File: src/rtl/wb_pkg.sv
// Shared types and helpers for the writeback stage.
//   wb_req_t     : one register-file write request (destination + data)
//   lq_entry_t   : load-queue slot (request + live bit)
//   is_x0()      : true when a destination is the hard-wired zero register
// The request data width is fixed by XLEN_DEFAULT; writeback_stage must be
// built with XLEN equal to it so loads fit the queue slot unchanged.
package wb_pkg;

  localparam int XLEN_DEFAULT     = 32;
  localparam int LQ_DEPTH_DEFAULT = 4;

  typedef struct packed {
    logic [4:0]              rd;
    logic [XLEN_DEFAULT-1:0] data;
  } wb_req_t;

  typedef struct packed {
    wb_req_t req;
    logic    live;
  } lq_entry_t;

  function automatic logic is_x0(input logic [4:0] rd);
    return (rd == 5'd0);
  endfunction

endpackage

File: src/rtl/writeback_stage_load_queue.sv
// Circular FIFO of load results awaiting a register-file write port.
// Ports:
//   clk, rst             clock / async active-high reset
//   push_i, push_entry_i enqueue one entry at the tail (ignored when full)
//   pop_i                dequeue the head (ignored when empty)
//   head_o               current head entry (valid when count_o != 0)
//   count_o              occupied entries
//   kill1_i/kill1_rd_i   clear the live bit of every entry whose rd matches
//   kill2_i/kill2_rd_i   second kill port (one per ALU lane)
module load_queue
  import wb_pkg::*;
#(
  parameter int DEPTH = LQ_DEPTH_DEFAULT
) (
  input  logic                   clk,
  input  logic                   rst,
  input  logic                   push_i,
  input  lq_entry_t              push_entry_i,
  input  logic                   pop_i,
  output lq_entry_t              head_o,
  output logic [$clog2(DEPTH):0] count_o,
  input  logic                   kill1_i,
  input  logic [4:0]             kill1_rd_i,
  input  logic                   kill2_i,
  input  logic [4:0]             kill2_rd_i
);

  localparam int AW = $clog2(DEPTH);

  wb_req_t          req_q [DEPTH];
  logic [DEPTH-1:0] live_q;
  logic [AW-1:0]    wr_ptr_q, rd_ptr_q;
  logic [AW:0]      count_q;
  logic             push_ok, pop_ok;

  // A push into a full queue is refused even if a pop frees a slot this cycle.
  assign push_ok = push_i && (count_q != (AW+1)'(DEPTH));
  assign pop_ok  = pop_i && (count_q != '0);

  // Payload carries no reset; only the live bits and pointers matter after reset.
  always_ff @(posedge clk) begin
    if (push_ok) req_q[wr_ptr_q] <= push_entry_i.req;
  end

  // Kills apply to every slot; empty slots are harmless to clear. The push
  // write comes last so a freshly enqueued entry keeps its computed live bit.
  always_ff @(posedge clk or posedge rst) begin
    if (rst) begin
      live_q <= '0;
    end else begin
      for (int i = 0; i < DEPTH; i++) begin
        if ((kill1_i && (req_q[i].rd == kill1_rd_i)) ||
            (kill2_i && (req_q[i].rd == kill2_rd_i)))
          live_q[i] <= 1'b0;
      end
      if (push_ok) live_q[wr_ptr_q] <= push_entry_i.live;
    end
  end

  // Pointers wrap naturally since DEPTH is a power of two.
  always_ff @(posedge clk or posedge rst) begin
    if (rst) begin
      wr_ptr_q <= '0;
      rd_ptr_q <= '0;
      count_q  <= '0;
    end else begin
      if (push_ok) wr_ptr_q <= wr_ptr_q + AW'(1);
      if (pop_ok)  rd_ptr_q <= rd_ptr_q + AW'(1);
      case ({push_ok, pop_ok})
        2'b10:   count_q <= count_q + (AW+1)'(1);
        2'b01:   count_q <= count_q - (AW+1)'(1);
        default: count_q <= count_q;
      endcase
    end
  end

  always_comb begin
    head_o      = '0;
    head_o.req  = req_q[rd_ptr_q];
    head_o.live = live_q[rd_ptr_q];
  end

  assign count_o = count_q;

endmodule

File: src/rtl/writeback_stage.sv
// Dual-issue writeback stage feeding the register file's two write ports.
// Merges ALU lane 1, ALU lane 2 and a queued load stream; stale loads are
// dropped so a younger ALU write to the same register is never overwritten.
// Ports:
//   clk, rst                      clock / async active-high reset
//   alu1_valid/alu1_rd/alu1_data  lane-1 result (always accepted) -> port 1
//   alu2_valid/alu2_rd/alu2_data  lane-2 result (always accepted) -> port 2
//   ld_valid/ld_ready/ld_rd/ld_data  load response handshake
//   reg_write/regd/write_data     write port 1 (registered)
//   reg_write2/regd2/write_data2  write port 2 (registered)
//   lq_count                      load-queue occupancy
// Optional feature (macro WB_FWD_EN): fwd_rs0..3 / fwd_hit / fwd_data0..3
// forward the registered write ports to up to four read operands.
module writeback_stage
  import wb_pkg::*;
#(
  parameter int LQ_DEPTH = LQ_DEPTH_DEFAULT,
  parameter int XLEN     = XLEN_DEFAULT
) (
  input  logic                      clk,
  input  logic                      rst,
  input  logic                      alu1_valid,
  input  logic [4:0]                alu1_rd,
  input  logic [XLEN-1:0]           alu1_data,
  input  logic                      alu2_valid,
  input  logic [4:0]                alu2_rd,
  input  logic [XLEN-1:0]           alu2_data,
  input  logic                      ld_valid,
  output logic                      ld_ready,
  input  logic [4:0]                ld_rd,
  input  logic [XLEN-1:0]           ld_data,
  output logic                      reg_write,
  output logic [4:0]                regd,
  output logic [XLEN-1:0]           write_data,
  output logic                      reg_write2,
  output logic [4:0]                regd2,
  output logic [XLEN-1:0]           write_data2,
`ifdef WB_FWD_EN
  input  logic [4:0]                fwd_rs0,
  input  logic [4:0]                fwd_rs1,
  input  logic [4:0]                fwd_rs2,
  input  logic [4:0]                fwd_rs3,
  output logic [3:0]                fwd_hit,
  output logic [XLEN-1:0]           fwd_data0,
  output logic [XLEN-1:0]           fwd_data1,
  output logic [XLEN-1:0]           fwd_data2,
  output logic [XLEN-1:0]           fwd_data3,
`endif
  output logic [$clog2(LQ_DEPTH):0] lq_count
);

  localparam int CW = $clog2(LQ_DEPTH) + 1;

  logic            a1_ok, a2_ok;
  logic            ld_acc, push, pop;
  lq_entry_t       push_entry, head;
  logic [CW-1:0]   count;
  logic            head_valid, head_hit, head_live;
  logic            ld_p1, ld_p2;

  logic            reg_write_q,  reg_write_d;
  logic [4:0]      regd_q,       regd_d;
  logic [XLEN-1:0] wdata_q,      wdata_d;
  logic            reg_write2_q, reg_write2_d;
  logic [4:0]      regd2_q,      regd2_d;
  logic [XLEN-1:0] wdata2_q,     wdata2_d;

  // Lane acceptance: x0 writes vanish; on a same-rd collision lane 2 wins.
  assign a2_ok = alu2_valid && !is_x0(alu2_rd);
  assign a1_ok = alu1_valid && !is_x0(alu1_rd) && !(a2_ok && (alu1_rd == alu2_rd));

  assign ld_ready = ~rst & (count != CW'(LQ_DEPTH));
  assign ld_acc   = ld_valid & ld_ready;
  // x0 loads complete the handshake but are discarded.
  assign push     = ld_acc & ~is_x0(ld_rd);

  // A load arriving alongside an ALU write to the same rd is the older value.
  always_comb begin
    push_entry          = '0;
    push_entry.req.rd   = ld_rd;
    push_entry.req.data = ld_data;
    push_entry.live     = ~((a1_ok && (alu1_rd == ld_rd)) ||
                            (a2_ok && (alu2_rd == ld_rd)));
  end

  load_queue #(.DEPTH(LQ_DEPTH)) u_lq (
    .clk          (clk),
    .rst          (rst),
    .push_i       (push),
    .push_entry_i (push_entry),
    .pop_i        (pop),
    .head_o       (head),
    .count_o      (count),
    .kill1_i      (a1_ok),
    .kill1_rd_i   (alu1_rd),
    .kill2_i      (a2_ok),
    .kill2_rd_i   (alu2_rd)
  );

  // The head is also killed by an ALU write landing in the same cycle, so a
  // popped load can never overtake the newer ALU result.
  assign head_valid = (count != '0);
  assign head_hit   = (a1_ok && (alu1_rd == head.req.rd)) ||
                      (a2_ok && (alu2_rd == head.req.rd));
  assign head_live  = head.live & ~head_hit;

  assign ld_p1 = head_valid & head_live & ~a1_ok;
  assign ld_p2 = head_valid & head_live & a1_ok & ~a2_ok;
  // Dead heads retire without a port.
  assign pop   = head_valid & (~head_live | ~a1_ok | ~a2_ok);

  always_comb begin
    reg_write_d  = 1'b0;
    regd_d       = '0;
    wdata_d      = '0;
    reg_write2_d = 1'b0;
    regd2_d      = '0;
    wdata2_d     = '0;
    if (a1_ok) begin
      reg_write_d = 1'b1;
      regd_d      = alu1_rd;
      wdata_d     = alu1_data;
    end else if (ld_p1) begin
      reg_write_d = 1'b1;
      regd_d      = head.req.rd;
      wdata_d     = head.req.data;
    end
    if (a2_ok) begin
      reg_write2_d = 1'b1;
      regd2_d      = alu2_rd;
      wdata2_d     = alu2_data;
    end else if (ld_p2) begin
      reg_write2_d = 1'b1;
      regd2_d      = head.req.rd;
      wdata2_d     = head.req.data;
    end
  end

  always_ff @(posedge clk or posedge rst) begin
    if (rst) begin
      reg_write_q  <= 1'b0;
      regd_q       <= '0;
      wdata_q      <= '0;
      reg_write2_q <= 1'b0;
      regd2_q      <= '0;
      wdata2_q     <= '0;
    end else begin
      reg_write_q  <= reg_write_d;
      regd_q       <= regd_d;
      wdata_q      <= wdata_d;
      reg_write2_q <= reg_write2_d;
      regd2_q      <= regd2_d;
      wdata2_q     <= wdata2_d;
    end
  end

  assign reg_write   = reg_write_q;
  assign regd        = regd_q;
  assign write_data  = wdata_q;
  assign reg_write2  = reg_write2_q;
  assign regd2       = regd2_q;
  assign write_data2 = wdata2_q;
  assign lq_count    = count;

`ifdef WB_FWD_EN
  logic [4:0]      fwd_rs   [4];
  logic [XLEN-1:0] fwd_dat  [4];

  assign fwd_rs[0] = fwd_rs0;
  assign fwd_rs[1] = fwd_rs1;
  assign fwd_rs[2] = fwd_rs2;
  assign fwd_rs[3] = fwd_rs3;

  // Port 2 is checked first so it wins a double match.
  always_comb begin
    fwd_hit = '0;
    for (int k = 0; k < 4; k++) begin
      fwd_dat[k] = '0;
      if (!is_x0(fwd_rs[k])) begin
        if (reg_write2_q && (regd2_q == fwd_rs[k])) begin
          fwd_hit[k] = 1'b1;
          fwd_dat[k] = wdata2_q;
        end else if (reg_write_q && (regd_q == fwd_rs[k])) begin
          fwd_hit[k] = 1'b1;
          fwd_dat[k] = wdata_q;
        end
      end
    end
  end

  assign fwd_data0 = fwd_dat[0];
  assign fwd_data1 = fwd_dat[1];
  assign fwd_data2 = fwd_dat[2];
  assign fwd_data3 = fwd_dat[3];
`endif

endmodule
File: config.mk
export PLATFORM = sky130hd
export DESIGN_NAME = writeback_stage
export DESIGN_NICKNAME = d
export VERILOG_FILES = /design/src/rtl/wb_pkg.sv /design/src/rtl/writeback_stage_load_queue.sv /design/src/rtl/writeback_stage.sv
export SDC_FILE = /design/constraint.sdc
export NUM_CORES = 1
export LEC_CHECK = 0
export CAP_MARGIN = 20
export CORE_ASPECT_RATIO = 2
export CORE_MARGIN = 4
export CORE_UTILIZATION = 36
export DETAILED_ROUTE_END_ITERATION = 8
export PLACE_DENSITY_LB_ADDON = 0.15
export SLEW_MARGIN = 30
export SYNTH_ARGS = -nofsm -noshare
export SYNTH_HDL_FRONTEND = slang
export SYNTH_HIERARCHICAL = 1
export SYNTH_SLANG_ARGS = --single-unit
File: constraint.sdc
create_clock -name clk -period 4.25 [get_ports clk]
set_input_delay 1.275 -clock clk [delete_from_list [all_inputs] [get_ports clk]]
set_output_delay 1.275 -clock clk [all_outputs]
set_load 0.01 [all_outputs]
======== Yosys cells after proc, flatten, opt, wreduce, memory -nomap -nowiden ========
Memory sizes are Yosys's and may differ from the RTL's.
Cells that the tools add are included.
operators by class
  add/sub/neg operators ................... 4
  magnitude comparators ................... 3
  equal/unequal tests ..................... 16
  multiplexer cells ....................... 25
  bitwise operators ....................... 18
  reduce and logical (&&, ||, !) cells .... 33
operators by type and width
  operator             number
  $mux 32              4
  $eq 5x5->1           13
  $mux 5               4
  $logic_and 1x1->1    19
  $logic_not 5->1      3
  $mux 1               12
  $and 1x1->1          9
  $not 1->1            7
  $logic_or 1x1->1     6
  $lt 2x3->1 const B   2
  $pmux 3 s2           1
  $add 2x1->2 const B  2
  $bwmux 4             1
  $mux 4               1
  $add 3x1->3 const B  1
  $logic_not 1->1      3
  $ne 3x3->1 const B   1
  $reduce_bool 3->1    1
  $sub 3x1->3 const B  1
  $bmux 1 s2           1
  $demux 1 s2          1
  $eq 2x1->1 const B   1
  $eq 2x2->1 const B   1
  $ge 2x1->1 const B   1
  other kinds (2)      3
word-level totals
  flip-flop bits (word level) ............. 87
  bits in writable memories ............... 148
  input bits .............................. 116
  output and inout bits ................... 80
  memories ................................ 1
memory list
  name        depth  bits a word  read ports  clocked after Yosys merged registers in  wr ports  line                              RTL
  u_lq.req_q  4      37           5           0                                        1         writeback_stage_load_queue.sv:30  wb_req_t req_q [DEPTH];

======== Logic depth before layout (Yosys ltp) ========
Gate-level depths: netlist of the first run.
  depth in word-level cells ............... 17
  gate-level depth with buffers ........... 14
  depth with buffers taken out ............ 12

======== Modules after synthesis ========
Netlist of the first run, hierarchy kept.
by module, submodules not included
  module           times used  cells an instance  area each (µm²)  seq. area each (µm²)
  load_queue       1           298                6374.9           4719.5
  writeback_stage  1           320                3691.0           1901.8

======== Least setup slack after synthesis of the first run ========
OpenSTA, ideal clock, no wires.
  path kind ............................... input-to-reg
  start point ............................. in alu2_rd[1]
  end point ............................... reg u_lq.count_q[2] (netlist: u_lq/count_o[2])
  arrival ................................. 3564 ps
  data required time ...................... 4171 ps
  slack ................................... 607 ps
  stages .................................. 13
  buffers on the path ..................... 1
  path through ............................ or4_4 > o21ai_4 > buf_4 > inv_2 > o211ai_1 > o31a_1 > o31a_2 > ha_1 > inv_1 > fa_1 > xor2_1 > nor2_1 > xor2_1
on the way
  longest elaborated chain between the ends .. 17
ends and longest elaborated chain
  element                                                 line                              RTL
  start, declared                                         writeback_stage.sv:26             input logic [4:0] alu2_rd,
  $logic_not 5->1                                         wb_pkg.sv:23                      return (rd == 5'd0);
  $logic_not 1->1                                         writeback_stage.sv:69             assign a2_ok = alu2_valid && !is_x0(alu2_rd);
  $logic_and 1x1->1                                       writeback_stage.sv:69
  $logic_and 1x1->1                                       writeback_stage.sv:70             assign a1_ok = alu1_valid && !is_x0(alu1_rd) && !(a2_ok && (alu1_rd == alu2_rd));
  $logic_not 1->1                                         writeback_stage.sv:70
  $logic_and 1x1->1                                       writeback_stage.sv:70
  $logic_and 1x1->1                                       writeback_stage.sv:103            assign head_hit = (a1_ok && (alu1_rd == head.req.rd)) ||
  $logic_or 1x1->1                                        writeback_stage.sv:103
  [... 3 more ...]                                        -
  $or 1x1->1                                              writeback_stage.sv:110            assign pop = head_valid & (~head_live | ~a1_ok | ~a2_ok);
  $or 1x1->1 *                                            writeback_stage.sv:110
  $and 1x1->1 *                                           writeback_stage.sv:110
  named net pop                                           writeback_stage.sv:55             logic ld_acc, push, pop;
  $logic_and 1x1->1 *                                     writeback_stage_load_queue.sv:38  assign pop_ok = pop_i && (count_q != '0);
  named net u_lq.pop_ok                                   writeback_stage_load_queue.sv:34  logic push_ok, pop_ok;
  $eq 2x1->1 / $eq 2x2->1 (equally long branches)         writeback_stage_load_queue.sv:69  case ({push_ok, pop_ok})
  $pmux 3 s2 / $reduce_bool 2->1 (equally long branches)  -
  end signal, assigned                                    writeback_stage_load_queue.sv:70  2'b10: count_q <= count_q + (AW+1)'(1);
  end signal, assigned                                    writeback_stage_load_queue.sv:71  2'b01: count_q <= count_q - (AW+1)'(1);
  end signal, assigned                                    writeback_stage_load_queue.sv:72  default: count_q <= count_q;
  end, declared                                           writeback_stage_load_queue.sv:33  logic [AW:0] count_q;
Mark *: on every way through the listed nets, which the timed path passes. The rest lies on a longest branch.
A chain may end at the register's enable or synchronous reset.

======== Worst setup path after layout of the first run ========
  start point ............................. in rst
  end point ............................... out ld_ready
on the way
  longest elaborated chain between the ends .. 2
ends and longest elaborated chain
  element          line                   RTL
  start, declared  writeback_stage.sv:21  input logic rst,
  $not 1->1        writeback_stage.sv:72  assign ld_ready = ~rst & (count != CW'(LQ_DEPTH));
  $and 1x1->1      writeback_stage.sv:72
  end, declared    writeback_stage.sv:29  output logic ld_ready,
No other way between the ends.

==> flow_metrics.py, run 1 <==
metrics = {
    "layout": {
        "layout-drive-gt1-share": 0.158,
        "areaGrowthSynthToFinish_pct": 31.5,
        "fin_nets": 941,
        "final_cell_mix": "clkdlybuf4s50_1 (195), edfxtp_1 (148), dfrtp_1 (85)",
        "mostFrequentLayoutCell": "clkdlybuf4s50_1",
    },
    "synthesis": {
        "synth_nets": 740,
        "synthesis.area_um2": 10100,
        "yosys.area.top_type": "edfxtp_1",
        "netlist.area_leader.share": 0.442,
        "yosysUniqueCellTypes": 43,
        "synth-seq-cells": 235,
        "seq_area_frac_synth": 0.658,
        "syn_inst": 618,
        "syn_area_per_cell_um2": 16.3,
        "ys.flop_type": "edfxtp_1",
        "synth_area_leaders": "edfxtp_1 (44%), dfrtp_1 (22%), mux4_2 (8.5%)",
        "async_flop_share": 0.370,
        "synth_edf_count": 148,
        "yosysWarnings": 6,
    },
    "floorplanning": {
        "dieHeight_um": 244,
        "core-area_um2": 27500,
        "start_util": 0.365,
        "die_x_um": 126,
        "die_area_um2": 30900,
        "num_rows": 86,
        "pin_count": 196,
    },
    "place": {
        "place_hpwl_mm": 21.0,
        "place_congestion": 0.809,
        "portBuffers": 195,
    },
    "routing": {
        "wl_per_cell_um": 25.7,
        "drtPass1Iterations": 5,
        "vias_per_cell": 5.51,
        "num_vias": 6546,
        "drtIter0Drc": 407,
        "drcViolationCount": 0,
        "routed_wl_mm": 30.5,
        "postRouteAntennaNets": 0,
    },
    "timing": {
        "tightest_slew_ns": 0.880,
        "min_period_ns": 3.88,
        "hold_ws_ns": 0.557,
        "tns_ns": 0,
        "drv_slew": 0,
        "rsz0062_at_grt": "no",
        "finalCritPeriodShare": 0.912,
        "fin_skew_ns": 0.0184,
        "timing.fmax_mhz": 258,
        "hold_violations": 0,
        "setup_violations": 0,
        "slew_headroom": 0.408,
    },
    "worst_setup_path": {
        "worst-setup-path-type": "input port to output port",
        "cp_data_required_time_ns": 2.97,
        "cp_slowest_cell": "clkdlybuf4s50_1",
        "path_max_fanout": 3,
        "arrival_ns": 2.60,
        "cp_cell_sequence": "clkdlybuf4s50_1, a21oi_1, clkdlybuf4s50_1",
        "cp-end-kind": "output port",
        "start_kind": "input port",
        "cpMostUsedCell": "clkdlybuf4s50_1",
        "slowest_delay_ns": 0.61,
    },
    "clock_tree": {
        "cts_hold_buf": 0,
        "htreeDepth": 1,
        "cts_tree": "yes",
        "numCtsBuffers": 22,
        "clk_pin_slew_ns": 0.06,
        "clkSinkCount": 235,
        "cts-root-buf": "clkbuf_16",
        "worst_skew_pair.late_latency_ns": 0.52,
        "postCtsSetupRepairBufs": 0,
        "ctsResizeCount": 0,
        "clock_path_buffers": 3,
    },
    "power_and_ir_drop": {
        "p_per_area_nw_per_um2": 590,
        "cellLeakagePower_nw": 4.65,
        "fin_total_pwr_mw": 7.80,
        "peakVddDrop_mv": 0.409,
    },
    "global_route": {
        "grt_antenna_before_repair": 2,
        "grt_pass1_wl_mm": 45.3,
        "grt_pass1_vias": 7352,
        "grt_max_degree": 40,
        "overflow": 0,
        "grt_use_total": 0.196,
    },
    "run_status": {
        "status": "finished clean",
    },
    "worst_hold_path": {
        "min-delay-path-class": "flop to flop",
    },
    "run": {
        "maxCapViolCount": 0,
    },
}
## through the flow
| stage | std cells | cell area [um2] | worst slack, ns | utilization |
|---|---|---|---|---|
| 2_1_floorplan | 618 | 10100 | 0.607 | - |
| 3_3_place_gp | 1147 | 12500 | 0.137 | 0.452 |
| 3_5_place_dp | 1147 | 12500 | 0.00636 | 0.452 |
| 4_1_cts | 1187 | 13200 | 0.359 | 0.480 |
| 5_1_grt | 1188 | 13200 | 0.361 | 0.480 |
| 6_report | 1188 | 13200 | 0.374 | 0.480 |
## registers in the layout, summed over array words and instances (netlist names)
signal and flops:
u_lq/req_q 148, write_data2 32, write_data 32, regd2 5
regd 5, u_lq/live_q 4, u_lq/count_o 3, u_lq/rd_ptr_q 2
u_lq/wr_ptr_q 2, reg_write 1, reg_write2 1
## worst paths after layout
| kind | depth (start not counted) | start | end | slack (ns) |
|---|---|---|---|---|
| worst max-delay path | 3 | rst | ld_ready | 0.37 |
| worst min-delay path | 1 | u_lq/live_q[3] | u_lq/live_q[3] | 0.56 |
| max in group asynchronous | 3 | rst | write_data2[16] | 2.31 |
| min in group asynchronous | 2 | rst | u_lq/live_q[3] | 1.17 |
| worst max register to register | 12 | u_lq/rd_ptr_q[0] | u_lq/count_o[2] | 0.64 |
| worst min register to register | 1 | u_lq/live_q[3] | u_lq/live_q[3] | 0.56 |
## final cells by class
class                           instances  area, um2
Antenna cell                            1       2.50
Clock buffer                           26        597
Clock inverter                         14        169
Fill cell                            2463      14300
Inverter                               15       57.6
Multi-Input combinational cell        319       3160
Sequential cell                       235       6630
Tap cell                              352        440
Timing Repair Buffer                  226       2180
## where the power goes
part / total [mW] / switching [mW] / internal (mW)
registers: 3.10 / 0.265 / 2.84
clock network: 2.08 / 0.830 / 1.25
logic: 2.62 / 1.41 / 1.21
## synth_stat cells (all sizes together), types with 4 or more instances
| library cell | count |
|---|---|
| a31oi | 4 |
| a32o | 41 |
| and3 | 4 |
| buf | 20 |
| clkbuf | 29 |
| dfrtp | 87 |
| edfxtp | 148 |
| ha | 5 |
| inv | 15 |
| mux4 | 38 |
| nand2 | 37 |
| nand3 | 7 |
| nor4 | 9 |
| o21ai | 4 |
| o311ai | 37 |
| o31ai | 39 |
| xnor2 | 30 |
| xor2 | 41 |
## per-layer routing
layer,vias to the layer above,track usage,share of wire
met4,2,0.0843,0.041
li1,2878,-,-
met2,252,0.381,0.57
met1,3353,0.203,0.34
met3,61,0.0315,0.051
met5,-,0,0.00039
## logic make-up (layout without fill, tap and decap cells)
logic type,count (synthesis),count (layout),synth area share
xor gates and xnor gates,71,71,0.0618
other,0,1,0
DFF,235,235,0.658
buffers and inverters,64,281,0.0307
muxes,39,39,0.0860
adders and majority gates,6,6,0.00820
and+or+nand+nor,70,70,0.0357
AOI/OAI and AO/OA,133,133,0.120
## worst max-delay path, delay by kind of cell
kind	cells	cell delay [ns]
buf+inv	2	1.06
compound gates	1	0.26
No activity file was read; power rests on OpenSTA's default activity.
==> run 2, diff against run 1 <==
--- a/config.mk
+++ b/config.mk
@@ -8,7 +8,7 @@
 export CAP_MARGIN = 20
 export CORE_ASPECT_RATIO = 2
 export CORE_MARGIN = 4
-export CORE_UTILIZATION = 36
+export CORE_UTILIZATION = 52
 export DETAILED_ROUTE_END_ITERATION = 8
 export PLACE_DENSITY_LB_ADDON = 0.15
 export SLEW_MARGIN = 30
==> run 2 against run 1 <==
Compared with the run above: routed wire length shrank 7.3%; critical path depth is the same; hold slack lost 0.017 ns; maximum frequency grew 2.7%; global-route usage grew 6.5 points; final area shrank 1.2%; core utilization grew 21 points; combinational power grew 2%; clock power shrank 7%; sequential share of layout area grew 0.60 points; sequential power shrank 2%; clock-buffer cell count grew 6; critical endpoint unchanged; largest power group unchanged.
==> flow_metrics.py, run 2 (synthesized netlist as in run 1, its figures left out) <==
metrics = {
    "clock_tree": {
        "cts_tree": "yes",
        "clk_pin_slew_ns": 0.07,
        "worst_skew_pair.late_latency_ns": 0.49,
        "clock_path_buffers": 3,
        "cts-root-buf": "clkbuf_16",
        "htreeDepth": 1,
        "ctsResizeCount": 0,
        "postCtsSetupRepairBufs": 0,
        "cts_hold_buf": 0,
        "numCtsBuffers": 20,
        "clkSinkCount": 235,
    },
    "place": {
        "portBuffers": 195,
        "place_congestion": 0.918,
        "placed_area_um2": 12400,
        "dp_cells": 1055,
        "place_hpwl_mm": 19.8,
    },
    "timing": {
        "drv_slew": 0,
        "hold_violations": 0,
        "min_period_ns": 3.77,
        "rsz0062_at_grt": "no",
        "fin_skew_ns": 0.0126,
        "setup_violations": 0,
        "finalCritPeriodShare": 0.888,
        "slew_headroom": 0.420,
        "tns_ns": 0,
        "tightest_slew_ns": 0.863,
        "timing.fmax_mhz": 265,
    },
    "floorplanning": {
        "core-area_um2": 18900,
        "num_rows": 71,
        "die_area_um2": 21800,
        "pin_count": 196,
        "dieHeight_um": 205,
        "die_x_um": 106,
        "start_util": 0.532,
    },
    "layout": {
        "final_cell_mix": "clkdlybuf4s50_1 (195), edfxtp_1 (148), dfrtp_1 (85)",
        "layout-drive-gt1-share": 0.154,
        "areaGrowthSynthToFinish_pct": 29.9,
        "largest_reg_flops": 148,
        "fin_nets": 944,
        "fillers": 1326,
        "fin_cells": 1093,
        "fin_util": 0.691,
        "mostFrequentLayoutCell": "clkdlybuf4s50_1",
        "largest-register": "u_lq/req_q",
        "design_area_um2": 13100,
    },
    "worst_setup_path": {
        "worst-setup-path-type": "input port to output port",
        "path_max_fanout": 3,
        "crit_start": "rst",
        "start_kind": "input port",
        "arrival_ns": 2.50,
        "cp-end-kind": "output port",
        "cp_data_required_time_ns": 2.97,
        "r2r-start": "u_lq/rd_ptr_q[0]",
    },
    "power_and_ir_drop": {
        "combPwrFrac": 0.348,
        "p_per_area_nw_per_um2": 584,
        "swShare": 0.315,
        "p_switching_mw": 2.41,
        "peakVddDrop_mv": 0.448,
        "clock_power_share": 0.253,
        "power_frac_seq": 0.399,
        "internal_power_mw": 5.23,
        "fin_total_pwr_mw": 7.64,
        "cellLeakagePower_nw": 4.65,
    },
    "global_route": {
        "overflow": 0,
        "grt_antenna_before_repair": 2,
        "grt_max_degree": 40,
        "grt_pass1_wl_mm": 42.3,
        "grt_pass1_vias": 6983,
        "grt_use_total": 0.261,
    },
    "run": {
        "maxCapViolCount": 0,
    },
    "routing": {
        "drcViolationCount": 0,
        "num_vias": 6589,
        "postRouteAntennaNets": 0,
        "drtIter0Drc": 397,
        "vias_per_cell": 6.03,
        "wl_per_cell_um": 25.9,
        "routed_wl_mm": 28.3,
        "drtPass1Iterations": 5,
    },
    "run_status": {
        "status": "finished clean",
    },
    "worst_hold_path": {
        "min-delay-path-class": "flop to flop",
        "hold_start": "u_lq/live_q[3]",
    },
}
## run 2: final cells by class
type                       count  area (um2)  share of cell area
multi-input combinational    319        3140               0.240
tap                          255         319              0.0244
inverter                      15        57.6             0.00440
antenna                        2        5.00            0.000383
clock buffer                  32         608              0.0465
clock inverter                 4        95.1             0.00727
timing repair buffer         231        2220               0.170
sequential                   235        6620               0.507
## run 2: final timing paths
check	to	slack, ns	cells past startpoint
min	u_lq/live_q[3]	0.54	1
min in group asynchronous	u_lq/live_q[0]	1.17	2
min reg2reg	u_lq/live_q[3]	0.54	1
max	ld_ready	0.48	3
max reg2reg	u_lq/count_o[2]	0.78	12
max in group asynchronous	write_data[16]	2.29	3
## run 2: metal layers
layer  share of wire  track usage
met5               0            0
met3           0.058       0.0372
met4           0.049        0.125
met2            0.56        0.490
met1            0.34        0.284
## run 2: worst max-delay path, stage by stage
cell             delay [ns]
clkdlybuf4s50_1        0.45
a21oi_1                0.20
clkdlybuf4s50_1        0.58
## run 2: stage by stage
step | setup WS (ns) | hold slack, ns
global route | 0.425 | 0.555
floorplan | 0.607 | 0.488
finish | 0.475 | 0.540
global placement | 0.123 | 0.505
detailed placement | 0.0730 | 0.516
CTS | 0.468 | 0.536
## run 2: power groups by stage
stage | Sequential [mW] | Combinational [mW] | Clock (mW)
finish | 3.05 | 2.66 | 1.93
global route | 3.09 | 2.84 | 2.07
CTS | 3.05 | 2.68 | 1.97
detailed placement | 3.10 | 2.66 | 0
global placement | 3.08 | 2.61 | 0
floorplan | 3.10 | 1.51 | 0
==> run 3, diff against run 2 <==
--- a/config.mk
+++ b/config.mk
@@ -11,7 +11,7 @@
 export CORE_UTILIZATION = 52
 export DETAILED_ROUTE_END_ITERATION = 8
 export PLACE_DENSITY_LB_ADDON = 0.15
-export SLEW_MARGIN = 30
+export SLEW_MARGIN = 20
 export SYNTH_ARGS = -nofsm -noshare
 export SYNTH_HDL_FRONTEND = slang
 export SYNTH_HIERARCHICAL = 1
==> constraint.sdc (replaced) <==
create_clock -name clk -period 4.25 [get_ports clk]
set_input_delay 1.275 -clock clk [delete_from_list [all_inputs] [get_ports clk]]
set_output_delay 1.275 -clock clk [all_outputs]
set_load 0.02 [all_outputs]
==> run 3 against run 2 <==
Compared with the run above: hold slack got worse by 0.015 ns; worst setup slack got worse by 0.076 ns; final area decreased by 0.23%; total power increased by 1.3%; die area unchanged; sequential power about the same; routed wire length decreased by 2.2%; register-to-register slack got worse by 0.06 ns; maximum frequency decreased by 2.0%; cell count decreased by 0.27%; critical path type unchanged; largest power group unchanged.
==> flow_metrics.py, run 3 (synthesized netlist as in run 1, its figures left out) <==
metrics = {
    "run_status": {
        "status": "finished clean",
    },
    "place": {
        "placed_area_um2": 12300,
        "place_congestion": 0.943,
        "portBuffers": 195,
        "dp_cells": 1050,
        "place_hpwl_mm": 19.3,
    },
    "routing": {
        "wl_met3_mm": 1.49,
        "vias_per_cell": 5.97,
        "wirelength_met1_mm": 9.18,
        "drtPass1Iterations": 5,
        "routed_wl_mm": 27.7,
        "drtIter0Drc": 358,
        "met2_length_mm": 15.7,
        "num_vias": 6512,
        "drcViolationCount": 0,
        "wl_per_cell_um": 25.4,
        "postRouteAntennaNets": 0,
        "top_layer_used": "met4",
    },
    "clock_tree": {
        "postCtsSetupRepairBufs": 0,
        "cts_tree": "yes",
        "cts_hold_buf": 0,
        "cts-root-buf": "clkbuf_16",
        "clkSinkCount": 235,
        "htreeDepth": 1,
        "numCtsBuffers": 21,
        "clk_pin_slew_ns": 0.06,
        "worst_skew_pair.late_latency_ns": 0.51,
        "clock_path_buffers": 3,
        "ctsResizeCount": 0,
    },
    "timing": {
        "timing.fmax_mhz": 260,
        "setup_violations": 0,
        "fin_skew_ns": 0.0158,
        "tightest_slew_ns": 0.865,
        "hold_ws_ns": 0.525,
        "slew_headroom": 0.419,
        "hold_violations": 0,
        "drv_slew": 0,
        "min_period_ns": 3.85,
        "tns_ns": 0,
        "finalCritPeriodShare": 0.906,
        "rsz0062_at_grt": "no",
    },
    "layout": {
        "fin_cells": 1090,
        "fin_nets": 940,
        "largest_reg_flops": 148,
        "design_area_um2": 13000,
        "final_cell_mix": "clkdlybuf4s50_1 (195), edfxtp_1 (148), dfrtp_1 (85)",
        "largest-register": "u_lq/req_q",
        "areaGrowthSynthToFinish_pct": 29.6,
        "mostFrequentLayoutCell": "clkdlybuf4s50_1",
        "layout-drive-gt1-share": 0.154,
    },
    "worst_setup_path": {
        "slowest_delay_ns": 0.65,
        "r2r-start": "u_lq/rd_ptr_q[0]",
        "cp-end-kind": "output port",
        "cp_slowest_cell": "clkdlybuf4s50_1",
        "cp_cell_sequence": "clkdlybuf4s50_1, a21oi_1, clkdlybuf4s50_1",
        "cp_num_buf_inv": 2,
        "arrival_ns": 2.58,
        "worst-setup-path-type": "input port to output port",
        "cp_data_required_time_ns": 2.97,
        "path_max_fanout": 3,
        "cpMostUsedCell": "clkdlybuf4s50_1",
        "start_kind": "input port",
        "crit_start": "rst",
        "cp_top_family": "buffers and inverters",
    },
    "power_and_ir_drop": {
        "cellLeakagePower_nw": 4.63,
        "peakVddDrop_mv": 0.501,
        "p_per_area_nw_per_um2": 593,
        "fin_total_pwr_mw": 7.73,
    },
    "floorplanning": {
        "die_x_um": 106,
        "num_rows": 71,
        "start_util": 0.532,
        "dieHeight_um": 205,
        "core-area_um2": 18900,
        "pin_count": 196,
        "die_area_um2": 21800,
    },
    "global_route": {
        "grt_use_total": 0.257,
        "grt_max_degree": 43,
        "overflow": 0,
        "grt_pass1_vias": 7123,
        "grt_pass1_wl_mm": 42.1,
        "grt_antenna_before_repair": 2,
    },
    "worst_hold_path": {
        "hold_start": "u_lq/live_q[1]",
        "min-delay-path-class": "flop to flop",
    },
    "run": {
        "maxCapViolCount": 0,
    },
}
==> run 3: changes by cell type in the layout (fill, tap and decap cells not counted), moves of 2 or more <==
cell / before / now
buf_4: 36 / 30
clkbuf_1: 8 / 4
clkinv_1: 0 / 2
clkbuf_16: 22 / 24
bufinv_16: 3 / 0
inv_6: 0 / 3
==> run 3: layer usage <==
layer	GRT usage	up-vias
met5	0	-
met4	0.122	0
met3	0.0423	68
met2	0.488	268
met1	0.270	3304
li1	-	2872
==> run 3: final timing paths <==
check	end	slack, ns	cells after the start
setup / recovery	ld_ready	0.40	3
hold / removal	u_lq/live_q[1]	0.52	1
max in group asynchronous	regd2[3]	2.30	3
min in group asynchronous	u_lq/wr_ptr_q[1]	1.15	2
hold reg to reg	u_lq/live_q[1]	0.52	1
setup reg to reg	u_lq/count_o[2]	0.72	13
==> run 3: power breakdown <==
part / total [mW] / switching [mW] / internal [mW]
sequential: 3.05 / 0.210 / 2.84
combinational: 2.81 / 1.58 / 1.23
clock: 1.88 / 0.828 / 1.06
==> run 3: per-stage QoR <==
| stage | util | setup slack (ns) |
|---|---|---|
| 2_1_floorplan | - | 0.606 |
| 3_3_place_gp | 0.652 | 0.0976 |
| 3_5_place_dp | 0.652 | 0.0295 |
| 4_1_cts | 0.689 | 0.401 |
| 5_1_grt | 0.689 | 0.359 |
| 6_report | 0.689 | 0.400 |
==> run 3: cell type report <==
class	instances	area (um2)
Fill cell	1310	5880
Timing Repair Buffer	226	2200
Clock buffer	29	629
Sequential cell	235	6620
Multi-Input combinational cell	319	3140
Antenna cell	2	5.00
Inverter	15	57.6
Clock inverter	9	68.8
Tap cell	255	319
